**src/rtl/clkdiv_pkg.sv**
```systemverilog
// Shared constants and types for the multi-channel clock divider.
// Optional feature macro used by the top: CLKDIV_SYNC_EN.
package clkdiv_pkg;

  localparam int CLKDIV_DIV_W        = 20;
  localparam int CLKDIV_DEFAULT_HALF = 500000;
  localparam int CLKDIV_MAX_CH       = 16;

  typedef logic [CLKDIV_DIV_W-1:0] div_t;
  typedef logic [3:0]              ch_idx_t;

  // Channel-index width; a single channel still gets a 1-bit select.
  function automatic int clkdiv_idx_w(input int n);
    return (n > 1) ? $clog2(n) : 1;
  endfunction

endpackage

```
**src/rtl/clkdiv_channel.sv**
```systemverilog
// One divider slice: counter, active half-period, one-deep pending slot,
// 50%-duty output and registered toggle strobe. New half-periods are only
// adopted at a half-period boundary (or at once when idle / on sync).
module clkdiv_channel
  import clkdiv_pkg::*;
#(
  parameter int DIV_W        = CLKDIV_DIV_W,
  parameter int DEFAULT_HALF = CLKDIV_DEFAULT_HALF
) (
  input  logic             i_clk,
  input  logic             i_rstn,
  input  logic             i_sync,
  input  logic             i_load,
  input  logic [DIV_W-1:0] i_load_half,
  output logic             o_clk,
  output logic             o_tick,
  output logic             o_busy
);

  logic [DIV_W-1:0] r_cnt;
  logic [DIV_W-1:0] r_half;
  logic [DIV_W-1:0] r_pend;
  logic             r_busy;
  logic             r_clk;
  logic             r_tick;

  logic [DIV_W-1:0] w_half_m1;
  logic             w_terminal;

  assign w_half_m1  = r_half - DIV_W'(1);
  assign w_terminal = (r_cnt == w_half_m1);

  // Count, toggle at terminal count, and adopt pending half-periods only at safe points.
  always_ff @(posedge i_clk) begin
    if (!i_rstn) begin
      r_cnt  <= '0;
      r_half <= DIV_W'(DEFAULT_HALF);
      r_pend <= '0;
      r_busy <= 1'b0;
      r_clk  <= 1'b0;
      r_tick <= 1'b0;
    end else begin
      r_tick <= 1'b0;
      if (i_sync) begin
        r_cnt <= '0;
        r_clk <= 1'b0;
        if (r_busy) begin
          r_half <= r_pend;
          r_busy <= 1'b0;
        end
      end else if (r_half == '0) begin
        r_cnt <= '0;
        r_clk <= 1'b0;
        if (r_busy) begin
          r_half <= r_pend;
          r_busy <= 1'b0;
        end
      end else if (w_terminal) begin
        r_cnt <= '0;
        // Switching to disabled parks the output low instead of toggling.
        if (r_busy && (r_pend == '0)) begin
          r_clk <= 1'b0;
        end else begin
          r_clk  <= ~r_clk;
          r_tick <= 1'b1;
        end
        if (r_busy) begin
          r_half <= r_pend;
          r_busy <= 1'b0;
        end
      end else begin
        r_cnt <= r_cnt + DIV_W'(1);
      end
      // A load is only strobed while not busy, so it never collides with an apply.
      if (i_load) begin
        r_pend <= i_load_half;
        r_busy <= 1'b1;
      end
    end
  end

  assign o_clk  = r_clk;
  assign o_tick = r_tick;
  assign o_busy = r_busy;

endmodule

```
**src/rtl/multi_channel_clock_divider.sv**
```systemverilog
// NUM_CH independent glitch-free programmable clock dividers sharing one
// valid/ready configuration port.
// Macro CLKDIV_SYNC_EN adds sync_in, which phase-aligns all channels.
module multi_channel_clock_divider
  import clkdiv_pkg::*;
#(
  parameter int NUM_CH       = 4,
  parameter int DIV_W        = CLKDIV_DIV_W,
  parameter int DEFAULT_HALF = CLKDIV_DEFAULT_HALF,
  localparam int CH_W        = clkdiv_idx_w(NUM_CH)
) (
  input  logic              clk_in,
  input  logic              rstn,
`ifdef CLKDIV_SYNC_EN
  input  logic              sync_in,
`endif
  input  logic              cfg_valid,
  output logic              cfg_ready,
  input  logic [CH_W-1:0]   cfg_ch,
  input  logic [DIV_W-1:0]  cfg_half,
  output logic [NUM_CH-1:0] clk_out,
  output logic [NUM_CH-1:0] tick,
  output logic [NUM_CH-1:0] busy
);

  logic [NUM_CH-1:0] w_busy;
  logic [NUM_CH-1:0] w_load;
  logic              w_ready;
  logic              w_sync;

`ifdef CLKDIV_SYNC_EN
  assign w_sync = sync_in;
`else
  assign w_sync = 1'b0;
`endif

  // Ready reflects the addressed channel's busy flag; unmapped indices are always ready.
  always_comb begin
    w_ready = 1'b1;
    for (int i = 0; i < NUM_CH; i++) begin
      if (cfg_ch == CH_W'(i)) w_ready = ~w_busy[i];
    end
  end

  assign cfg_ready = w_ready;

  for (genvar g = 0; g < NUM_CH; g++) begin : g_ch
    assign w_load[g] = cfg_valid & w_ready & (cfg_ch == CH_W'(g));

    clkdiv_channel #(
      .DIV_W       (DIV_W),
      .DEFAULT_HALF(DEFAULT_HALF)
    ) u_ch (
      .i_clk      (clk_in),
      .i_rstn     (rstn),
      .i_sync     (w_sync),
      .i_load     (w_load[g]),
      .i_load_half(cfg_half),
      .o_clk      (clk_out[g]),
      .o_tick     (tick[g]),
      .o_busy     (w_busy[g])
    );
  end

  assign busy = w_busy;

endmodule

```
**config.mk**
```make
export PLATFORM = sky130hd
export DESIGN_NAME = multi_channel_clock_divider
export DESIGN_NICKNAME = d
export VERILOG_FILES = /design/src/rtl/clkdiv_pkg.sv /design/src/rtl/clkdiv_channel.sv /design/src/rtl/multi_channel_clock_divider.sv
export SDC_FILE = /design/constraint.sdc
export NUM_CORES = 1
export LEC_CHECK = 0
export BUFFER_PORTS_ARGS = -buffer_cell sky130_fd_sc_hd__buf_4
export CAP_MARGIN = 20
export CORE_MARGIN = 2
export CORE_UTILIZATION = 47
export CTS_CLUSTER_DIAMETER = 80
export DETAILED_ROUTE_END_ITERATION = 7
export PLACE_DENSITY_LB_ADDON = 0.15
export SLEW_MARGIN = 10
export SYNTH_ARGS = -nofsm -noshare
export SYNTH_HDL_FRONTEND = slang
export SYNTH_HIERARCHICAL = 1
export SYNTH_SLANG_ARGS = --single-unit
export TNS_END_PERCENT = 100
```
**constraint.sdc**
```tcl
create_clock -name clk_in -period 5.9 [get_ports clk_in]
set_clock_uncertainty 0.05 [all_clocks]
set_input_delay 0.295 -clock clk_in [delete_from_list [all_inputs] [get_ports clk_in]]
set_output_delay 0.295 -clock clk_in [all_outputs]
set_load 0.02 [all_outputs]
```
### Word level (Yosys, flattened, before mapping)

Cells that the tools add are included.

| storage, ports and cells | value |
|---|---|
| memory bits (writable) | 0 |
| flip-flop bits (word level) | 252 |
| memory bits (read-only) | 0 |
| latch bits | 0 |
| input bits | 25 |
| output and inout port bits | 13 |
| memories | 0 |

| operators by class | value |
|---|---|
| multiply operators | 0 |
| add/sub/neg operators | 8 |
| reductions and logical operators | 33 |
| $lt $le $gt $ge | 0 |
| equal/unequal tests | 7 |
| divide/modulo/power cells | 0 |
| shift operators | 0 |
| mux-type cells | 36 |
| bitwise logic cells | 18 |

Operators with widths:

| kind | number |
|---|---|
| two-way mux 20 bit | 12 |
| zero test 20 bit | 8 |
| adder 20 x 1 -> 20 bit, second input constant | 4 |
| == test 20 bit | 4 |
| subtractor 20 x 1 -> 20 bit, second input constant | 4 |
| two-way mux 1 bit | 24 |
| OR reduction 3 bit | 8 |
| NOT 1 bit | 13 |
| nonzero test 3 bit | 4 |
| nonzero test 2 bit | 4 |
| OR reduction 2 bit | 4 |
| AND 1 bit | 5 |
| == test 2 bit, second input constant | 2 |
| logical AND 1 bit | 4 |
| == test 2 x 1 -> 1 bit, second input constant | 1 |
| zero test 2 bit | 1 |

### Logic depth before layout (Yosys ltp)

Gate-level depths: netlist of run 1.

| depth | value |
|---|---|
| depth after elaboration | 8 |
| depth in mapped cells | 11 |
| gate-level depth less buffers | 10 |

### Cells and area by module

The synthesis of run 1 kept the hierarchy.

Modules (own cells, without submodules):

| module | cells an instance | seq. area each (um^2) | instances | area each (um^2) |
|---|---|---|---|---|
| clkdiv_channel at g_ch[0].u_ch ... | 369 | 1261.2 | 3 | 3289.4 |
| clkdiv_channel at g_ch[3].u_ch | 362 | 1261.2 | 1 | 3230.6 |
| multi_channel_clock_divider | 8 | 0.0 | 1 | 65.1 |

### Least setup slack after synthesis of run 1

Ideal clock, no wire load.

| timing | value |
|---|---|
| kind | reg2reg |
| from | register g_ch[3].u_ch.r_half[4] |
| to | register g_ch[3].u_ch.r_clk |
| arrival time | 2917 ps |
| cell stages (with the launch flop) | 10 |
| buffers on the path | 1 |
| period minus slack after synthesis | 3037 ps |
| path slack | 2863 ps |
| data required time | 5780 ps |
| setup time | 70 ps |
| cells stage by stage | dfxtp_1 > buf_6 > or4_4 > nor4_4 > mux2_2 > mux2i_1 > a21oi_1 > or4_4 > or3_1 > a21oi_1 |

| on the way | value |
|---|---|
| longest elaborated chain between the ends | 2 |
| elaborated cells between the ends (all ways) | 4 |
| those cells by class | 1 x add/sub; 1 x eq/ne; 2 x reduce/logical |

RTL lines:

| element | RTL line | source |
|---|---|---|
| from (decl) | clkdiv_channel.sv:21 | `logic [DIV_W-1:0] r_half;` |
| from (signal assigned) | clkdiv_channel.sv:37 | `r_half <= DIV_W'(DEFAULT_HALF);` |
| from (signal assigned) | clkdiv_channel.sv:48 | `r_half <= r_pend;` |
| from (signal assigned) | clkdiv_channel.sv:55 | `r_half <= r_pend;` |
| subtractor 20 x 1 -> 20 bit / zero test 20 bit (equally long branches) | clkdiv_channel.sv:30, clkdiv_channel.sv:51 |  |
| == test 20 bit / OR reduction 2 bit (equally long branches) | - |  |
| to (signal assigned) | clkdiv_channel.sv:64 | `r_clk <= ~r_clk;` |
| to (decl) | clkdiv_channel.sv:24 | `logic r_clk;` |

Parallel ways exist; a longest one is shown, timed or not.
A chain may end at the register's enable or synchronous reset.

### Worst setup path after layout of run 1

| timing | value |
|---|---|
| from | register g_ch[1].u_ch.r_half[0] |
| to | register g_ch[1].u_ch.r_half[9] |

| on the way | value |
|---|---|
| longest elaborated chain between the ends | 3 |
| elaborated cells between the ends (all ways) | 5 |
| those cells by class | 1 x add/sub; 1 x eq/ne; 1 x mux; 2 x reduce/logical |

RTL lines:

| element | RTL line | source |
|---|---|---|
| from (decl) | clkdiv_channel.sv:21 |  |
| from (signal assigned) | clkdiv_channel.sv:37 |  |
| from (signal assigned) | clkdiv_channel.sv:48 |  |
| from (signal assigned) | clkdiv_channel.sv:55 |  |
| subtractor 20 x 1 -> 20 bit | clkdiv_channel.sv:30 | `assign w_half_m1 = r_half - DIV_W'(1);` |
| == test 20 bit | clkdiv_channel.sv:31 | `assign w_terminal = (r_cnt == w_half_m1);` |
| nonzero test 2 bit (no line) | - |  |

Parallel ways exist; a longest one is shown, timed or not.

==> results of run 1 <==
==> registers in the layout, indices dropped and copies added, names as in the netlist <==
name / count
g_ch.u_ch/o_tick: 4
g_ch.u_ch/r_cnt: 80
g_ch.u_ch/r_half: 80
g_ch.u_ch/o_busy: 4
g_ch.u_ch/o_clk: 4
g_ch.u_ch/r_pend: 80
==> power by group <==
| group | internal (mW) | switching [mW] | total (mW) |
|---|---|---|---|
| sequential | 1.73 | 0.0331 | 1.76 |
| combinational | 0.0930 | 0.124 | 0.217 |
| clock | 1.05 | 0.695 | 1.74 |
==> cells in the final DEF, fill, tap and decap left out, drive strengths merged, types with 10 or more instances in the layout <==
master,Yosys,routed
a211oi,10,10
a21oi,29,29
and3,30,30
buf,30,47
clkbuf,42,43
dfxtp,252,252
inv,34,34
mux2i,169,169
nand2,159,159
nand3,47,47
nand4,21,21
nor2,139,139
nor2b,132,132
nor3,28,28
nor4,45,45
o211ai,17,17
o21ai,19,19
xnor2,69,69
xor2,80,80
==> critical path, delay by kind of cell, from the launching register on <==
family,cells,cell delay (ps)
AND/OR/NAND/NOR,5,2400
flip-flops,1,370
buffers and inverters,2,370
multiplexers,2,360
adder cells (fa/ha/maj),1,210
AO/OA/AOI/OAI,1,180
==> cells by family (layout without fill, tap and decap cells) <==
group,after synthesis,in the layout,share of synthesized area (%)
buf+inv,106,132,3.63
xor+xnor,149,149,9.91
compound gates,129,129,6.98
simple gates,661,661,27.3
other cells,1,7,0.0285
flops,252,252,38.3
mux,171,171,13.1
fa+ha+maj,8,8,0.760
==> metrics by stage <==
stage          setup slack [ps]  hold WS [ps]
2_1_floorplan              2860           391
3_3_place_gp               2120           416
3_5_place_dp               1910           425
5_1_grt                    1400          25.6
4_1_cts                    1890          9.54
6_report                   1890          37.2
==> layout make-up <==
type,count,area [um2],share of cell area (%)
Clock buffer,43,868,5.94
Inverter,34,128,0.872
Timing Repair Buffer,47,357,2.44
Tap cell,378,473,3.23
Clock inverter,8,65.1,0.445
Sequential cell,252,5040,34.5
Multi-Input combinational cell,1125,7690,52.6
==> per-layer routing <==
| metal | vias to the layer above | wire (um) | GRT usage [%] |
|---|---|---|---|
| li1 | 5119 | - | - |
| met1 | 4714 | 14200 | 27.7 |
| met2 | 153 | 12900 | 32.2 |
| met3 | 34 | 1370 | 2.99 |
| met4 | 0 | 378 | 3.83 |
| met5 | - | 0 | 0 |
==> path summary, 6_finish.rpt <==
path / startpoint / end / slack, ps / cells after the start
setup / recovery: g_ch[1].u_ch/r_half[0] / g_ch[1].u_ch/r_half[9] / 1890 / 11
hold / removal: cfg_half[18] / g_ch[0].u_ch/r_pend[18] / 40 / 3
setup reg to reg: g_ch[1].u_ch/r_half[0] / g_ch[1].u_ch/r_half[9] / 1890 / 11
hold reg to reg: g_ch[3].u_ch/o_clk / g_ch[3].u_ch/o_clk / 430 / 2
==> synth_stat cells, drive strengths merged, types with 4 or more instances <==
| cell | number | share of area [%] |
|---|---|---|
| o21ai | 19 | 0.72 |
| nor2b | 132 | 6.3 |
| a21oi | 29 | 1.1 |
| nand2b | 5 | 0.24 |
| nor3 | 28 | 1.3 |
| or4 | 7 | 0.51 |
| a211oi | 10 | 0.57 |
| mux2i | 169 | 13 |
| inv | 34 | 0.97 |
| and3 | 30 | 1.5 |
| ha | 8 | 0.76 |
| and4 | 8 | 0.59 |
| xnor2 | 69 | 4.6 |
| nor4 | 45 | 3.0 |
| dfxtp | 252 | 38 |
| o211ai | 17 | 0.97 |
| nand3 | 47 | 1.8 |
| a21o | 6 | 0.34 |
| a31oi | 9 | 0.43 |
| nand4 | 21 | 1.1 |
| nor3b | 5 | 0.40 |
| or2 | 9 | 0.43 |
| and3b | 4 | 0.27 |
| or3 | 9 | 0.43 |
| a2111o | 4 | 0.34 |
| clkbuf | 42 | 1.2 |
| buf | 30 | 1.5 |
| xor2 | 80 | 5.3 |
| nand2 | 159 | 4.5 |
| nor2 | 139 | 4.0 |
==> results by stage, run 1 <==
Floorplanning:
- The number of placement rows is 61.
- The floorplan step set the die height to 171 um.
- In this run the standard cell core region covers 0.0277 mm2.
- The number of top-level pins is 38.
- The floorplan die area is 0.0294 mm2.
- The die extent in x is 171 um.
- The initial standard-cell utilization of the core is 47.5%.

Clock tree:
- In this run the number of H-tree levels came out at 1.
- The longest clock path from root to sink contains 3 buffers.
- The number of buffers inserted during clock tree synthesis is 28.
- The clock transition time at the flip-flop clock pins of the worst setup and hold paths is 60 ps.
- Gates resized during post-CTS repair numbered 0.
- The cts-stage hold buffer count is 0.
- Post-CTS timing repair inserted 0 buffers for setup.
- The later pin in the worst-skew pair is clocked with a latency of 540 ps.
- Clock tree synthesis selected as its root buffer the cell sky130_fd_sc_hd__clkbuf_16.
- TritonCTS built the clock tree.
- CTS saw 252 sinks.

Cells and area:
- Summing all non-filler instances in the final layout gives an area of 0.0146 mm2.
- The finished layout holds 1887 standard cells, fillers aside.
- The number of inserted diodes is 0.
- Of the cells placed in the final design, the portion with a size suffix greater than 1 is 10.6%.
- The final net count is 1521.
- The layout filler cell count is 2563.
- At the end of the flow the core is filled with cells to 52.8%.
- The area growth from synthesis to layout is 11.1%.

Yosys:
- The share of synthesized area occupied by flip-flops and latches is 38.3%.
- The average size of a mapped cell is 8.91 um2.
- In this run, distinct cell masters in the synthesized netlist total 67.
- The total standard cell area after synthesis is 0.0132 mm2.
- In this run, synthesis inferred 0 flip-flops with an integrated enable.
- After synthesis the netlist holds a flip-flop and latch count of 252.
- The share of flip-flops with an asynchronous set or reset after synthesis is 0%.
- For this run, the number of Yosys warnings is 6.
- The instance count of the mapped netlist is 1477.
- For this run, the leading register cell type out of synthesis is sky130_fd_sc_hd__dfxtp_1.

Worst setup path:
- The largest fanout on the critical path is 17.
- The critical setup path kind is flip-flop to flip-flop.
- The delay contributed by the slowest stage of the critical path is 850 ps.
- The endpoint type of the worst setup path is a flip-flop.
- Data on the critical path arrives at its endpoint at 4430 ps.
- The worst setup path is launched from a flip-flop.
- Traced cell by cell, the critical path runs through inv_1 -> ha_1 -> nor3b_2 -> nand3_1 -> nor4_1 -> mux2i_1 -> nor4_2 -> a31oi_1 -> nor2_2 -> buf_4 -> mux2i_1.
- The slowest stage cell on the critical path is sky130_fd_sc_hd__nor2_2.
- The required arrival time at the worst endpoint is 6310 ps.
- The most used cell along the critical path is sky130_fd_sc_hd__mux2i_1.

Routing:
- The number of remaining DRC errors is 0.
- The first detailed-routing pass took 5 iterations.
- After detailed routing, the total wire length is 28800 um.
- The via-per-instance ratio is 5.31.
- The detail route stage leaves a number of antenna-violating nets equal to 0.
- In the final routed layout, each cell accounts on average for 15.3 um.
- The number of DRC violations after detailed-routing iteration 0 is 578.
- The via total after detailed routing is 10000.

STA:
- Setup violations remaining at the end of the flow were counted as 0.
- The final period demand of the worst path is 4010 ps.
- After routing, the total negative slack on setup checks comes to 0 ps.
- Setup repair after global routing left no endpoint under its margin.
- For the pin with the worst max-slew slack, the measured transition is 1090 ps.
- The number of max-slew violations in the final report is 0.
- Derived from the worst setup path, the maximum achievable clock frequency is 249 MHz.
- The fraction of the cycle the final worst path needs is 68.0%.
- The worst slew slack as a fraction of its limit is 27.6%.
- The number of hold violations in the final report was 0.

Placed design:
- The total half-perimeter wirelength after legalization and detailed placement is 20500 um.
- Once placement finished, the instance area stood at 0.0137 mm2.
- The port buffer count is 37.
- At the end of routability-driven placement, the weighted congestion stood at 0.837.
- The number of cells in the design after placement is 1836.

GRT:
- Entering global routing, the biggest net connects 80 pins.
- The initial antenna violation count is 0.
- The global-route wire length before repair is 47400 um.
- The leftover overflow at the end of global routing is 0.
- The global-route total usage across every layer is 19.7%.
- The number of global-route vias before repair was 9356.

Power:
- Summed over all cells, the static leakage comes to 5.24 nW.
- Power spread over the standard cell area amounts to 255 mW/mm2.
- The worst voltage drop across the vdd grid is 0.221 mV.
- The overall power consumption is 3.72 mW.

Run:
- The number of max-capacitance violations reported is 0.

Run status:
- The run finished with clean final reports.

Min path:
- The tightest min-delay check is of the input port to flip-flop type.
Power figures use the tool's default switching activity.
==> run 2, diff against run 1 <==
--- a/config.mk
+++ b/config.mk
@@ -5,6 +5,7 @@
 export SDC_FILE = /design/constraint.sdc
 export NUM_CORES = 1
 export LEC_CHECK = 0
+export ABC_AREA = 1
 export BUFFER_PORTS_ARGS = -buffer_cell sky130_fd_sc_hd__buf_4
 export CAP_MARGIN = 20
 export CORE_MARGIN = 2
==> constraint.sdc (replaced) <==
create_clock -name clk_in -period 3.69 [get_ports clk_in]
set_clock_uncertainty 0.05 [all_clocks]
set_input_delay 0.1845 -clock clk_in [delete_from_list [all_inputs] [get_ports clk_in]]
set_output_delay 0.1845 -clock clk_in [all_outputs]
set_load 0.02 [all_outputs]
==> results by stage, run 2 <==
Routing:
- The number of DRC violations after detailed-routing iteration 0 is 778 (+35%).
- The number of detailed-routing iterations run before antenna repair is 5 (unchanged).
- The number of remaining DRC errors is 0 (unchanged).
- The via-per-instance ratio was 5.03 (-5.2%).
- The overall routed net length is 33600 um (+17%).
- The routed length per placed instance was 13.5 um (-12%).
- The count of nets left with antenna violations after detail routing is 0 (unchanged).
- The via total after detailed routing was 12500 (+25%).

Worst setup path:
- The family of cells with the greatest summed delay on the critical path is simple AND/OR/NAND/NOR gates.
- STA classifies the critical path startpoint as a flip-flop.
- The logic depth of the worst path, buffers included was 14 (+3).
- The critical path arrival was 3070 ps (-1360 ps).
- The largest fanout on the critical path is 21 (+4).
- The signal on the critical path passes through inv_2 -> ha_1 -> nand3_2 -> nor2_4 -> nand2_1 -> nand2_1 -> nand2_1 -> nand2_1 -> inv_1 -> nand2_1 -> nor2_2 -> nand3_2 -> nand3_1 -> o21ai_0.
- In this run the worst setup path begins at g_ch[3].u_ch/r_half[0].
- The setup slack of the most critical reg-to-reg path was 1020 ps (-860 ps).
- By instance count, the cell type seen most on the critical path is sky130_fd_sc_hd__nand2_1.
- The required arrival time at the worst endpoint is 4100 ps (-2210 ps).
- The critical setup path kind is flip-flop to flip-flop.
- The destination of the critical timing path is g_ch[3].u_ch/o_busy.
- In this run the critical register-to-register path is launched from g_ch[3].u_ch/r_half[0].
- The endpoint identified for the worst register-to-register timing path is g_ch[3].u_ch/o_busy.
- For this design, the slowest cell found on the critical path is sky130_fd_sc_hd__nand3_1.
- The count of buffer and inverter cells on the critical path was 2 (unchanged).
- The endpoint type of the worst setup path is a flip-flop.
- The number of cells on the worst reg-to-reg path is 14 (+3).
- The delay contributed by the slowest stage of the critical path is 610 ps (-240 ps).

Yosys:
- Among all flip-flop cells after synthesis, the most frequent one is sky130_fd_sc_hd__dfxtp_1.
- The average size of a mapped cell is 6.64 um2 (-26%).
- The commonest cells after synthesis are sky130_fd_sc_hd__nand2_1 (436), sky130_fd_sc_hd__nor2_1 (356), sky130_fd_sc_hd__dfxtp_1 (252).
- The instance count of the mapped netlist is 2059 (+39%).
- In the post-synthesis netlist, the biggest area contributors are sky130_fd_sc_hd__dfxtp_1 (37%), sky130_fd_sc_hd__nand2_1 (12%), sky130_fd_sc_hd__nor2_1 (9.8%).
- The share of synthesized area occupied by flip-flops and latches came to 36.9% (-1.4 points).
- The number of flops mapped to enable cells by yosys is 0 (unchanged).
- The number of distinct standard cells referenced by the synthesized netlist is 35 (-48%).
- The count of warnings emitted by yosys is 6 (unchanged).
- The number of flip-flops and latches in the synthesized netlist is 252 (unchanged).
- The proportion of netlist area held by the largest area contributor is 36.9% (-1.4 points).
- Of all cell types, the one taking the most synthesized area is sky130_fd_sc_hd__dfxtp_1.
- The most used standard cell by instance count after synthesis is sky130_fd_sc_hd__nand2_1.
- The share of flip-flops with an asynchronous set or reset after synthesis is 0% (unchanged).
- The total standard cell area after synthesis is 0.0137 mm2 (+3.8%).

Run:
- The number of max-capacitance violations reported was 0 (unchanged).

Floorplanning:
- The number of placement rows was 62 (+1.6%).
- The die extent in x is 175 um (+1.9%).
- The area of the core region is 0.0287 mm2 (+3.6%).
- The number of top-level pins is 38 (unchanged).
- The initial standard-cell utilization of the core is 47.6% (+0.11 points).
- The die extent in y was 175 um (+1.9%).
- The floorplan die area is 0.0305 mm2 (+3.8%).

STA:
- The setup TNS after final layout was 0 ps (unchanged).
- The transition time at the pin with the least slew margin came to 938 ps (-147 ps).
- The fraction of the cycle the final worst path needs was 72.3% (+4.2 points).
- Setup repair after global routing left no endpoint under its margin.
- The worst slew slack as a fraction of its limit is 37.3% (+9.7 points).
- The number of hold violations in the final report is 0 (unchanged).
- The final count of negative-setup-slack endpoints is 0 (unchanged).
- The final period demand of the worst path is 2670 ps (-1350 ps).
- The timing-limited maximum frequency is 375 MHz (+51%).
- The number of max-slew violations in the final report came to 0 (unchanged).

GRT:
- The initial antenna violation count was 1 (+1).
- The number of global-route vias before repair was 11500 (+23%).
- The largest net degree at the start of global routing was 75 (-6.3%).
- The leftover overflow at the end of global routing is 0 (unchanged).
- The global-route wire length before repair was 55900 um (+18%).
- The global-route total usage across every layer came to 21.9% (+2.2 points).

Placed design:
- The placer congestion estimate is 0.867 (+3.6%).
- The port buffer count is 37 (unchanged).
- The total half-perimeter wirelength after legalization and detailed placement is 24400 um (+19%).
- The number of cells in the design after placement is 2416 (+32%).

Clock tree:
- The deepest level of the CTS H-tree is 1 (unchanged).
- The later-pin clock latency in the skew report came to 560 ps (+20 ps).
- The number of buffers on the longest clock path is 3 (unchanged).
- The number of buffers added for setup after CTS is 0 (unchanged).
- The total number of clock tree sinks came to 252 (unchanged).
- The number of buffers inserted during clock tree synthesis came to 29 (+3.6%).
- The number of resized instances in the post-cts repair step was 0 (unchanged).
- The clock transition time at the flip-flop clock pins of the worst setup and hold paths was 60 ps (about the same).
- Clock tree synthesis selected as its root buffer the cell sky130_fd_sc_hd__clkbuf_16.
- TritonCTS built the clock tree.

Min path:
- The worst min-delay path category is input port to flip-flop.

Run status:
- The run finished with clean final reports.

Power:
- The worst voltage drop across the vdd grid was 0.382 mV (+72%).
- The power per unit of standard cell area is 428 mW/mm2 (+68%).
- The static leakage is 6.38 nW (+22%).

Cells and area:
- The layout overhead on the synthesized area is 12.7%.
- The fraction of final layout cells with drive strength greater than 1 came to 8.59% (-2.0 points).
- The final net count is 2118 (+39%).
- In the layout the commonest cells are sky130_fd_sc_hd__nand2_1 (436), sky130_fd_sc_hd__nor2_1 (356), sky130_fd_sc_hd__dfxtp_1 (252).
- In the final layout, the registers with the most flip-flops are g_ch.u_ch/r_cnt x80, g_ch.u_ch/r_half x80, g_ch.u_ch/r_pend x80.
- The number of inserted diodes is 0 (unchanged).
- The number of standard cells in the layout, taps in and fillers out is 2492 (+32%).
- The layout filler cell count came to 2848 (+11%).
- The most common cell after layout, fill and taps aside is sky130_fd_sc_hd__nand2_1.
==> run 2: changes by cell type after synthesis, sizes merged, moves of 18 or more <==
cell    change
nand3b     +18
o21ai      +84
nand3     +133
nor4       -26
xnor2      -32
and3       -30
a21oi     +102
nand2     +292
mux2i     -169
nand4      +23
inv       +199
nor2b     -132
xor2       -24
nor2      +247
==> run 2: kinds of logic (layout without fill, tap and decap cells) <==
logic type	after synthesis	after routing	share of synthesized area, %
XOR/XNOR	93	93	5.96
other	1	4	0.0274
buffers and inverters	310	356	9.38
flip-flops	252	252	36.9
AND/OR/NAND/NOR	1146	1146	37.6
adder cells (fa/ha/maj)	8	8	0.732
AO/OA/AOI/OAI	249	249	9.35
==> run 2: worst min path at each step <==
stage | startpoint | endpoint | slack [ps] | cells after the start
finish | cfg_ch[1] | g_ch[2].u_ch/o_busy | 140 | 5
global route | cfg_ch[1] | g_ch[2].u_ch/o_busy | 200 | 5
CTS | cfg_ch[1] | g_ch[2].u_ch/o_busy | 110 | 5
detailed placement | g_ch[1].u_ch/r_pend[4] | g_ch[1].u_ch/r_pend[4] | 420 | 2
global placement | g_ch[1].u_ch/r_pend[4] | g_ch[1].u_ch/r_pend[4] | 410 | 2
floorplan | cfg_half[13] | g_ch[0].u_ch/r_pend[13] | 270 | 2
==> run 2: metal layers <==
| layer | global-route usage [%] | wire length [um] | vias to the layer above |
|---|---|---|---|
| li1 | - | - | 6628 |
| met1 | 30.0 | 16300 | 5701 |
| met2 | 36.6 | 15200 | 166 |
| met3 | 2.71 | 1310 | 48 |
| met4 | 5.45 | 758 | 0 |
| met5 | 0 | 0 | - |
==> run 2: worst reg2reg max path: stages (launching register included) <==
cell	delay, ps
sky130_fd_sc_hd__dfxtp_1	340
sky130_fd_sc_hd__inv_2	110
sky130_fd_sc_hd__ha_1	210
sky130_fd_sc_hd__nand3_2	170
sky130_fd_sc_hd__nor2_4	210
sky130_fd_sc_hd__nand2_1	70
sky130_fd_sc_hd__nand2_1	60
sky130_fd_sc_hd__nand2_1	60
sky130_fd_sc_hd__nand2_1	50
sky130_fd_sc_hd__inv_1	30
sky130_fd_sc_hd__nand2_1	60
sky130_fd_sc_hd__nor2_2	50
sky130_fd_sc_hd__nand3_2	100
sky130_fd_sc_hd__nand3_1	610
sky130_fd_sc_hd__o21ai_0	400
==> run 2: power by group <==
part           switching [mW]  internal (mW)
Sequential             0.0638           2.80
Clock                    1.20           2.02
Combinational           0.341          0.177
Total                    1.61           4.99
==> run 2: area by class of cell <==
class / instances / area [um2] / area share, %
multi-input cells: 1500 / 7350 / 47.7
flip-flops and latches: 252 / 5040 / 32.7
inverters: 233 / 875 / 5.68
clock buffers: 37 / 796 / 5.17
repair buffers: 69 / 573 / 3.72
well taps: 384 / 480 / 3.12
clock inverters: 17 / 284 / 1.84
==> run 2: per-stage QoR <==
| stage | util [%] | setup WS [ps] | cell area, um2 | total power, mW | hold WS [ps] |
|---|---|---|---|---|---|
| detailed placement | 49.1 | 986 | 14100 | 3.41 | 418 |
| global route | 53.7 | 645 | 15400 | 6.85 | 205 |
| global placement | 49.1 | 1090 | 14100 | 3.41 | 413 |
| CTS | 53.7 | 975 | 15400 | 6.66 | 109 |
| floorplan | - | 1670 | 13700 | 3.27 | 269 |
| finish | 53.7 | 1020 | 15400 | 6.60 | 141 |
==> run 2: repair_timing <==
action | 4_1_cts | 5_1_grt
hold buffers | 22 | 0
endpoints found under the setup margin | 0 | 0
hold endpoints to repair | 84 | 0
==> run 3, diff against run 2 <==
==> constraint.sdc (replaced) <==
create_clock -name clk_in -period 2.6 [get_ports clk_in]
set_clock_uncertainty 0.05 [all_clocks]
set_input_delay 0.13 -clock clk_in [delete_from_list [all_inputs] [get_ports clk_in]]
set_output_delay 0.13 -clock clk_in [all_outputs]
set_load 0.02 [all_outputs]
==> results by stage, run 3 (synthesis gave the netlist of run 2 again) <==
GRT:
- The initial antenna violation count came to 0 (-1).
- The global-route total usage across every layer was 21.5% (-0.36 points).
- The leftover overflow at the end of global routing was 0 (unchanged).
- The global-route wire length before repair was 55200 um (-1.4%).
- The largest net degree at the start of global routing is 66 (-12%).
- The number of global-route vias before repair was 11300 (-1.7%).

Worst setup path:
- The largest fanout on the critical path came to 22 (+4.8%).
- STA classifies the critical path startpoint as a flip-flop.
- The critical path arrival is 2780 ps (-290 ps).
- The number of cells on the worst reg-to-reg path is 12 (-2).
- The required arrival time at the worst endpoint is 3040 ps (-1060 ps).
- The critical setup path kind is flip-flop to flip-flop.
- STA classifies the critical path endpoint as a flip-flop.

Clock tree:
- TritonCTS built the clock tree.
- The clock transition time at the flip-flop clock pins of the worst setup and hold paths was 60 ps (about the same).
- The later-pin clock latency in the skew report came to 550 ps (about the same).
- CTS placed an instance of sky130_fd_sc_hd__clkbuf_16 at the clock tree root.
- The deepest level of the CTS H-tree is 1 (unchanged).
- The total number of clock tree sinks is 252 (unchanged).
- The number of buffers inserted during clock tree synthesis is 28 (-3.4%).
- The number of buffers on the longest clock path was 3 (unchanged).
- The number of buffers added for setup after CTS is 0 (unchanged).

Routing:
- The count of nets left with antenna violations after detail routing was 0 (unchanged).
- The via total after detailed routing is 12600 (+0.41%).
- The overall routed net length is 33300 um (-0.92%).
- The number of DRC violations after detailed-routing iteration 0 came to 819 (+5.3%).
- The via-per-instance ratio is 5.05 (+0.33%).
- The routed length per placed instance is 13.4 um (-1.0%).
- The number of detailed-routing iterations run before antenna repair is 5 (unchanged).
- The number of remaining DRC errors came to 0 (unchanged).

Min path:
- The min-delay analysis places its worst path in the category input port to flip-flop.
- The number of cells on the worst hold path is 2 (-3).

Power:
- The power per unit of standard cell area is 563 mW/mm2 (+32%).
- The static leakage was 6.36 nW (-0.21%).
- The overall power consumption came to 8.67 mW (+31%).
- The worst voltage drop across the vdd grid is 0.437 mV (+14%).

Cells and area:
- The layout overhead on the synthesized area came to 12.6% (about the same).
- The number of standard cells in the layout, taps in and fillers out is 2494 (+0.080%).
- The fraction of final layout cells with drive strength greater than 1 was 8.77% (+0.18 points).
- In the layout the commonest cells are sky130_fd_sc_hd__nand2_1 (436), sky130_fd_sc_hd__nor2_1 (355), sky130_fd_sc_hd__dfxtp_1 (252).
- The number of inserted diodes came to 0 (unchanged).
- The library cell used most frequently in the layout, excluding fill and tap cells, is sky130_fd_sc_hd__nand2_1.
- The final net count is 2124 (+0.28%).
- In the final layout, the registers with the most flip-flops are g_ch.u_ch/r_cnt x80, g_ch.u_ch/r_half x80, g_ch.u_ch/r_pend x80.

Floorplanning:
- The number of top-level pins is 38 (unchanged).
- The floorplan die area was 0.0305 mm2 (unchanged).
- The die extent in y is 175 um (unchanged).
- The number of placement rows is 62 (unchanged).
- The initial standard-cell utilization of the core was 47.6% (unchanged).
- The area of the core region is 0.0287 mm2 (unchanged).
- The die extent in x is 175 um (unchanged).

STA:
- The transition time at the pin with the least slew margin was 843 ps (-95.2 ps).
- The final count of negative-setup-slack endpoints is 0 (unchanged).
- The fraction of the cycle the final worst path needs is 90.2% (+18 points).
- The number of max-slew violations in the final report is 0 (unchanged).
- The worst slew slack as a fraction of its limit is 43.8% (+6.5 points).
- The final period demand of the worst path was 2350 ps (-321 ps).
- Setup repair after global routing left no endpoint under its margin.
- The number of hold violations in the final report was 0 (unchanged).
- The setup TNS after final layout came to 0 ps (unchanged).
- The timing-limited maximum frequency is 426 MHz (+14%).

Run status:
- The flow ran to the end, and the final reports show no timing, DRC or antenna violations.

Placed design:
- The total half-perimeter wirelength after legalization and detailed placement is 24300 um (about the same).
- The port buffer count was 37 (unchanged).
- The number of cells in the design after placement came to 2423 (+0.29%).
- The placer congestion estimate came to 0.871 (+0.44%).

Run:
- The number of max-capacitance violations reported is 0 (unchanged).
-- run 3: area by class of cell --
| cell class | instances | area, um2 |
|---|---|---|
| Fill cell | 2903 | 13300 |
| Multi-Input combinational cell | 1502 | 7430 |
| Sequential cell | 252 | 5040 |
| Inverter | 233 | 875 |
| Clock buffer | 40 | 816 |
| Timing Repair Buffer | 74 | 668 |
| Tap cell | 384 | 480 |
| Clock inverter | 9 | 85.1 |
-- run 3: where the power goes --
group / internal, mW / switching [mW]
Sequential: 3.97 / 0.0921
Combinational: 0.268 / 0.485
Clock: 2.27 / 1.59
Total: 6.50 / 2.17
-- run 3: what timing repair did --
action / in CTS / in global routing
hold buffers: 20 / 0
setup endpoints to repair: 0 / 54
hold endpoints to repair: 80 / 0
gates resized for setup: 0 / 7
-- run 3: metrics by stage --
step | hold slack, ps | area (um2) | worst slack [ps] | util [%]
final | 30.6 | 15400 | 254 | 53.6
after global routing | 38.2 | 15400 | 17.9 | 53.6
after CTS | 21.5 | 15300 | 143 | 53.4
after detailed placement | 395 | 14200 | 163 | 49.5
after global placement | 385 | 14200 | 245 | 49.5
after floorplan | 215 | 13700 | 582 | -
-- run 3: path summary, 6_finish.rpt --
check / slack [ps] / start / end
max: 250 / g_ch[2].u_ch/r_half[7] / g_ch[2].u_ch/r_half[19]
min reg2reg: 420 / g_ch[2].u_ch/r_cnt[0] / g_ch[2].u_ch/r_cnt[0]
max reg2reg: 250 / g_ch[2].u_ch/r_half[7] / g_ch[2].u_ch/r_half[19]
min: 30 / rstn / g_ch[3].u_ch/r_half[17]
-- run 3: routing by layer --
layer / part of all wire [%] / track usage (%)
met1: 49 / 30.5
met2: 45 / 35.0
met3: 3.6 / 2.54
met4: 2.3 / 5.10
met5: 0 / 0
-- run 3: worst max-delay path, cell delays in order (launching register included) --
cell and delay, ps:
sky130_fd_sc_hd__dfxtp_1 360, sky130_fd_sc_hd__nor2_1 190, sky130_fd_sc_hd__nand2_1 90, sky130_fd_sc_hd__nor2_1 230
sky130_fd_sc_hd__nand2_1 100, sky130_fd_sc_hd__xnor2_1 200, sky130_fd_sc_hd__nand3_1 120, sky130_fd_sc_hd__nor2_2 180
sky130_fd_sc_hd__nand3_2 180, sky130_fd_sc_hd__nand2_8 170, sky130_fd_sc_hd__buf_4 210, sky130_fd_sc_hd__a21oi_1 80
sky130_fd_sc_hd__nor2_1 110
